**config.mk**
```make
export PLATFORM = sky130hd
export DESIGN_NAME = atpg_tester
export DESIGN_NICKNAME = d
export VERILOG_FILES = /design/src/rtl/atpg_tester.sv
export SDC_FILE = /design/constraint.sdc
export NUM_CORES = 1
export LEC_CHECK = 0
export BUFFER_PORTS_ARGS = -buffer_cell sky130_fd_sc_hd__buf_4
export CAP_MARGIN = 20
export CORE_MARGIN = 2
export CORE_UTILIZATION = 57
export DETAILED_ROUTE_END_ITERATION = 6
export PLACE_DENSITY = 0.81
export SYNTH_ARGS = -nofsm -noshare
export SYNTH_HDL_FRONTEND = slang
export SYNTH_SLANG_ARGS = --single-unit
```
**constraint.sdc**
```tcl
create_clock -name clk -period 3.15 [get_ports clk]
set_clock_uncertainty 0.05 [all_clocks]
set_input_delay 0.4725 -clock clk [delete_from_list [all_inputs] [get_ports clk]]
set_output_delay 0.4725 -clock clk [all_outputs]
set_load 0.03 [all_outputs]
```
**src/rtl/atpg_tester.sv**
```systemverilog
`default_nettype none
// ============================================================================
// Module   : atpg_tester
// Brief    : Exhaustive stuck-at test controller for Z = ~(A^B) | ~(C&D).
//            Applies all 16 vectors, compares Z with a golden copy and
//            records a fail map, mismatch count and first failing vector.
// Revision : 1.0 - initial release
// ============================================================================
module atpg_tester #(
    parameter int SETTLE = 2
) (
    input  logic        clk,
    input  logic        rst,
    input  logic        start,
    output logic [3:0]  vec_out,
    input  logic        z_in,
    output logic        busy,
    output logic        done,
    output logic        pass,
    output logic [4:0]  err_count,
    output logic [15:0] fail_map,
    output logic [3:0]  first_fail,
    output logic        first_fail_valid
);

    localparam logic [1:0] S_IDLE   = 2'd0;
    localparam logic [1:0] S_DRIVE  = 2'd1;
    localparam logic [1:0] S_SAMPLE = 2'd2;
    localparam logic [1:0] S_DONE   = 2'd3;

    localparam logic [3:0] c_settle   = 4'(SETTLE);
    localparam logic [3:0] c_last_idx = 4'd15;

    logic [1:0]  r_state;
    logic [1:0]  w_next_state;
    logic [3:0]  r_idx;
    logic [3:0]  r_cnt;
    logic [4:0]  r_err;
    logic [15:0] r_fail_map;
    logic [3:0]  r_first_fail;
    logic        r_ffv;
    logic        r_pass;
    logic        w_golden;
    logic        w_mismatch;

    assign w_golden   = ~(r_idx[3] ^ r_idx[2]) | ~(r_idx[1] & r_idx[0]);
    assign w_mismatch = (r_state == S_SAMPLE) && (z_in != w_golden);

    always_ff @(posedge clk) begin
        if (rst) begin
            r_state <= S_IDLE;
        end else begin
            r_state <= w_next_state;
        end
    end

    always_comb begin
        w_next_state = r_state;
        case (r_state)
            S_IDLE:   if (start) w_next_state = S_DRIVE;
            S_DRIVE:  if (r_cnt == c_settle) w_next_state = S_SAMPLE;
            S_SAMPLE: w_next_state = (r_idx == c_last_idx) ? S_DONE : S_DRIVE;
            S_DONE:   w_next_state = S_IDLE;
            default:  w_next_state = S_IDLE;
        endcase
    end

    always_ff @(posedge clk) begin
        if (rst) begin
            r_idx        <= 4'd0;
            r_cnt        <= 4'd0;
            r_err        <= 5'd0;
            r_fail_map   <= 16'd0;
            r_first_fail <= 4'd0;
            r_ffv        <= 1'b0;
            r_pass       <= 1'b0;
        end else begin
            case (r_state)
                S_IDLE: begin
                    if (start) begin
                        r_idx        <= 4'd0;
                        r_cnt        <= 4'd0;
                        r_err        <= 5'd0;
                        r_fail_map   <= 16'd0;
                        r_first_fail <= 4'd0;
                        r_ffv        <= 1'b0;
                        r_pass       <= 1'b0;
                    end
                end
                S_DRIVE: begin
                    if (r_cnt != c_settle) r_cnt <= r_cnt + 4'd1;
                end
                S_SAMPLE: begin
                    if (w_mismatch) begin
                        r_fail_map[r_idx] <= 1'b1;
                        r_err             <= r_err + 5'd1;
                        if (!r_ffv) begin
                            r_first_fail <= r_idx;
                            r_ffv        <= 1'b1;
                        end
                    end
                    // pass is registered here so it is already valid in the DONE cycle
                    if (r_idx == c_last_idx) begin
                        r_pass <= (r_err == 5'd0) && !w_mismatch;
                    end else begin
                        r_idx <= r_idx + 4'd1;
                        r_cnt <= 4'd0;
                    end
                end
                default: begin
                end
            endcase
        end
    end

    assign vec_out          = r_idx;
    assign busy             = (r_state != S_IDLE);
    assign done             = (r_state == S_DONE);
    assign pass             = r_pass;
    assign err_count        = r_err;
    assign fail_map         = r_fail_map;
    assign first_fail       = r_first_fail;
    assign first_fail_valid = r_ffv;

endmodule
`default_nettype wire
```
## Word-level counts from Yosys, hierarchy flattened

Cells that the tools add are included.

| word-level totals | value |
|---|---|
| bits in registers | 37 |
| input bits | 4 |
| word-level logic and storage cells | 74 |

| operators by class | value |
|---|---|
| add/subtract/negate cells | 3 |
| magnitude comparators | 2 |
| equality and inequality tests | 14 |
| muxes and demuxes | 26 |
| bitwise logic cells | 6 |
| reduce and logical (&&, ||, !) cells | 15 |

Operators with widths:

| operator | number |
|---|---|
| 2-to-1 mux 16 bit | 2 |
| case mux 16 bit (2 select lines) | 1 |
| 2-to-1 mux 4 bit | 6 |
| OR 16 bit | 1 |
| case mux 4 bit (2 select lines) | 2 |
| != test 2 bit, second input constant | 6 |
| case mux 4 bit (3 select lines) | 1 |
| 2-to-1 mux 5 bit | 2 |
| case mux 5 bit (2 select lines) | 1 |
| AND reduction 3 bit | 3 |
| adder 4 x 1 -> 4 bit, second input constant | 2 |
| case mux 2 bit (4 select lines) | 1 |
| AND reduction 4 bit | 2 |
| 2-to-1 mux 2 bit | 3 |
| adder 5 x 1 -> 5 bit, second input constant | 1 |
| logical NOT 5 bit | 1 |
| less-than comparator 4 x 5 -> 1 bit, second input constant | 1 |
| demux 1 bit (select 4 bit) | 1 |
| equality test 2 bit, second input constant | 2 |
| equality test 4 x 2 -> 1 bit, second input constant | 1 |
| equality test 4 bit, second input constant | 1 |
| greater-or-equal comparator 4 x 1 -> 1 bit, second input constant | 1 |
| 2-to-1 mux 1 bit | 4 |
| != test 4 x 2 -> 1 bit, second input constant | 1 |
| other kinds (14) | 19 |

## Longest topological paths before layout

| logic depth | value |
|---|---|
| word-level depth | 9 |
| gate-level depth with buffers | 7 |
| gate-level depth less buffers | 6 |

## Worst setup path before layout

OpenSTA, ideal clock, no wires.

| timing | value |
|---|---|
| kind | register -> register |
| from | register r_idx[2] (netlist: vec_out[2]) |
| to | register r_first_fail[2] (netlist: first_fail[2]) |
| setup time | 0.070 ns |
| arrival time | 2.115 ns |
| data required time | 3.030 ns |
| setup slack | 0.915 ns |
| cell stages (with the launch flop) | 8 |
| path buffers | 1 |
| clock period less this slack | 2.235 ns |
| path through | dfxtp_1 -> inv_1 -> ha_1 -> and3b_1 -> or2_4 -> buf_6 -> or4_1 -> a21oi_1 |

| on the way | value |
|---|---|
| word-level cells in the longest chain between the ends | 7 |
| elaborated cells on any way between the ends | 10 |

RTL lines:

| element | RTL line | text |
|---|---|---|
| from (decl) | 36 | `logic [3:0] r_idx;` |
| from (signal assigned) | 106 | `r_idx <= r_idx + 4'd1;` |
| XOR 1 bit | 46 | `assign w_golden = ~(r_idx[3] ^ r_idx[2]) \| ~(r_idx[1] & r_idx[0]);` |
| inverter 1 bit | 46 |  |
| OR 1 bit | 46 |  |
| != test 1 bit | 47 | `assign w_mismatch = (r_state == S_SAMPLE) && (z_in != w_golden);` |
| logical AND 1 bit | 47 |  |
| != test 2 bit (no line) | n/a |  |
| AND reduction 4 bit (no line) | n/a |  |
| to (signal assigned) | 98 | `r_first_fail <= r_idx;` |
| to (decl) | 40 | `logic [3:0] r_first_fail;` |

Several ways; a longest one is shown, not always the timed one. The select of a mux whose other input is x is not followed.
A chain may end at the register's enable or synchronous reset.

## Worst setup path after layout

| timing | value |
|---|---|
| from | register r_idx[2] (netlist: vec_out[2]) |
| to | register r_fail_map[12] (netlist: fail_map[12]) |

| on the way | value |
|---|---|
| word-level cells in the longest chain between the ends | 7 |
| elaborated cells on any way between the ends | 15 |

RTL lines:

| element | RTL line | text |
|---|---|---|
| less-than comparator 4 x 5 -> 1 bit (implied by the code), or another cell as far along | 95 | `r_fail_map[r_idx] <= 1'b1;` |
| logical AND 1 bit (implied by the code) / inverter 1 bit (equally long branches) | 95, 46 |  |
| 2-to-1 mux 1 bit (implied by the code) / OR 1 bit (equally long branches) | 95, 46 |  |
| demux 1 bit (select 4 bit) / != test 1 bit (equally long branches) | 95, 47 |  |
| OR 16 bit (no line) / logical AND 1 bit (equally long branches) | n/a |  |
| 2-to-1 mux 16 bit / != test 2 bit (equally long branches) | n/a |  |
| case mux 16 bit (2 select lines) / AND reduction 3 bit (equally long branches) | n/a |  |
| to (signal assigned) | 73 | `r_fail_map <= 16'd0;` |
| to (signal assigned) | 84 | `r_fail_map <= 16'd0;` |
| to (signal, indexed assignment) | 95 |  |
| to (decl) | 39 | `logic [15:0] r_fail_map;` |

Several ways; a longest one is shown, not always the timed one. The select of a mux whose other input is x is not followed.

==> results.yml <==
detailed_routing:
  wl_per_cell_um: 15.8
  viasPerCell: 6.06
  ant_nets: 0
  dr_total_vias: 1551
  drc_errors: 0
  dr.first_iter.drc_count: 71
  drt_wl_total_um: 4050
  drtPass1Iterations: 4
worst_setup_path:
  r2r_end: "fail_map[12]"
  critPathRequiredTime_ns: 3.39
  worst-path-buf-inv: 2
  critPathArrivalTime_ns: 2.36
  cp-end-kind: "flop"
  cp_max_fo: 17
  path_depth: 7
  cpLargestDelayFamily: "simple AND/OR/NAND/NOR gates"
  startpoint: "vec_out[2]"
  path_cells: "inv_1 > ha_1 > and3b_1 > nor3_2 > buf_4 > a32oi_1 > nor2_1"
  max_stage_delay_ns: 0.43
  crit_type: "reg -> reg"
  setup.worst_path.start_class: "flop"
  r2r-start: "vec_out[2]"
  crit_end: "fail_map[12]"
  rrSetupSlack_ns: 1.04
  cpMaxStageDelayCell: "dfxtp_1"
  r2r_cells: 7
pwr:
  seqPwrFrac: 0.569
  p_leak_nw: 0.833
  power_density_mw_per_mm2: 405
  p_comb_frac: 0.084
  ir_drop_v: 0.000278
  p_int_mw: 0.625
  switching_power_mw: 0.216
  swShare: 0.257
  clkPwrFrac: 0.348
cells_and_area:
  finalNonFillerCells: 256
  drive_gt1_frac: 0.242
  area_growth_syn_to_layout_pct: 19.1
  multiInputGateArea_um2: 917
  regArea_um2: 741
  antennaDiodeCount: 0
  final_nets: 238
  fill_cells: 230
logic_synthesis:
  synth_top_area_share: 0.425
  synthTopCellsByArea: "dfxtp_1 42%, ha_1 8.6%, a32oi_1 8.5%"
  synth.distinct_cells: 40
  synthCells: 190
  yosysSeqAreaShare: 0.425
  synthesis.nets: 206
  ys_ff_latch: 37
  synth_area_mm2: 0.00174
  synthArstFlopShare: 0
  yosys.area.top_type: "dfxtp_1"
  synth.avg_cell_area_um2: 9.18
  yosysWarnings: 0
  synth_common_cells: "37 x dfxtp_1, 27 x nor2_1, 17 x a32oi_1, 12 x ha_1, 11 x a21oi_1"
  synth_flop_cell: "dfxtp_1"
  synth.most_common_cell: "dfxtp_1"
  synth_edf_count: 0
floorplan:
  dieWidth_um: 59.3
  die_y_um: 59.3
  core_area_mm2: 0.00298
  die_area_mm2: 0.00352
  io_pins: 37
  start_util: 0.586
  rows: 20
clocking:
  cts_hold_buf: 0
  cts_setup_buffers: 0
  clock_path_buffers: 2
  cts_buffers: 5
  h-tree-depth: 2
  cts_tree: "yes"
  clock-sinks: 37
  clock_latency_ns: 0.36
  cts_root_buffer: "clkbuf_4"
  postCtsResizedCells: 0
  path_clk_slew_ns: 0.12
grt:
  grt_pass1_vias: 1369
  antenna_found_initial: 0
  grt_max_degree: 41
  grt_pass1_wl_um: 6380
  grt_usage: 0.246
  gr-total-overflow: 0
sta:
  rsz0062_at_grt: "false"
  fin_crit_sh: 0.671
  slew_viol_final: 0
  setup_tns_ns: 0
  finalSetupViolCount: 0
  fmax_ghz: 0.473
  tightest_slew_ns: 0.694
  report.final.hold_viol_count: 0
  period_needed_ns: 2.11
  relSlewSlack: 0.536
  fin_ws_ns: 1.04
status:
  status: "finished clean"
flow_run:
  max-cap-violations: 0
placed_design:
  dp.cells: 248
  hpwl_um: 2790
  portBuffers: 36
  pre_cts_ws_ns: 1.08
  place_congestion: 0.777
min_path:
  hold_class: "reg -> reg"
  hp-start: "pass"
## worst min-delay path, delay by kind of cell, from the launching register on
kind | cells | cell delay, ns
AO/OA/AOI/OAI | 1 | 0.06
AND/OR/NAND/NOR | 1 | 0.06
flip-flops | 1 | 0.33
## power groups by stage
stage               logic (mW)  clock network (mW)  registers [mW]
CTS                     0.0700               0.294           0.478
finish                  0.0705               0.292           0.478
detailed placement      0.0697                   0           0.488
floorplan               0.0522                   0           0.488
global route            0.0773               0.316           0.479
global placement        0.0676                   0           0.488
## registers in the layout, indices dropped and copies added, names as in the netlist
| name | cells |
|---|---|
| pass | 1 |
| err_count | 5 |
| first_fail_valid | 1 |
| r_cnt | 4 |
| fail_map | 16 |
| first_fail | 4 |
| r_state | 2 |
| vec_out | 4 |
## routing by layer
metal  share of wire  wire, um  global-route usage
met1            0.44      1770               0.316
met2            0.49      1960               0.388
met3           0.068       274              0.0808
met4          0.0091        37              0.0844
met5               0         0                   0
## kinds of logic (layout without fill, tap and decap cells)
| group | after synthesis | after routing | share of synthesized area |
|---|---|---|---|
| multiplexers | 3 | 3 | 0.0179 |
| adder cells (fa/ha/maj) | 12 | 12 | 0.0861 |
| flip-flops | 37 | 37 | 0.425 |
| buffers and inverters | 20 | 53 | 0.0524 |
| AND/OR/NAND/NOR | 73 | 73 | 0.222 |
| XOR/XNOR | 3 | 3 | 0.0151 |
| AO/OA/AOI/OAI | 42 | 42 | 0.182 |
## metrics by stage
stage	hold slack [ns]	power [mW]	cell area, um^2	util
after floorplan	0.402	0.540	1740	-
after global placement	0.408	0.556	2010	0.674
after detailed placement	0.423	0.558	2010	0.674
after CTS	0.437	0.842	2080	0.697
after global routing	0.461	0.873	2080	0.697
final	0.435	0.841	2080	0.697
## worst min path at each step
stage	to	cells past startpoint
finish	pass	2
global route	pass	2
CTS	pass	2
detailed placement	pass	2
global placement	pass	2
floorplan	r_cnt[3]	2
## layout make-up
type | instances | share of cell area
well taps | 33 | 0.0199
clock inverters | 1 | 0.00241
clock buffers | 7 | 0.0313
inverters | 8 | 0.0145
flip-flops and latches | 37 | 0.357
repair buffers | 37 | 0.134
multi-input cells | 133 | 0.442
## placed cells by master, fill, tap and decap left out, drive strengths merged, types with 2 or more instances in the layout
cell,count
nand2,4
a32oi,17
ha,12
nand3,5
buf,37
inv,8
dfxtp,37
nor3,6
nor2,27
nor2b,3
or2,4
or4,4
a21oi,11
xnor2,3
nand4,5
clkbuf,7
nand2b,5
nor3b,3
o311ai,4
mux2i,2
Power figures use the tool's default switching activity.
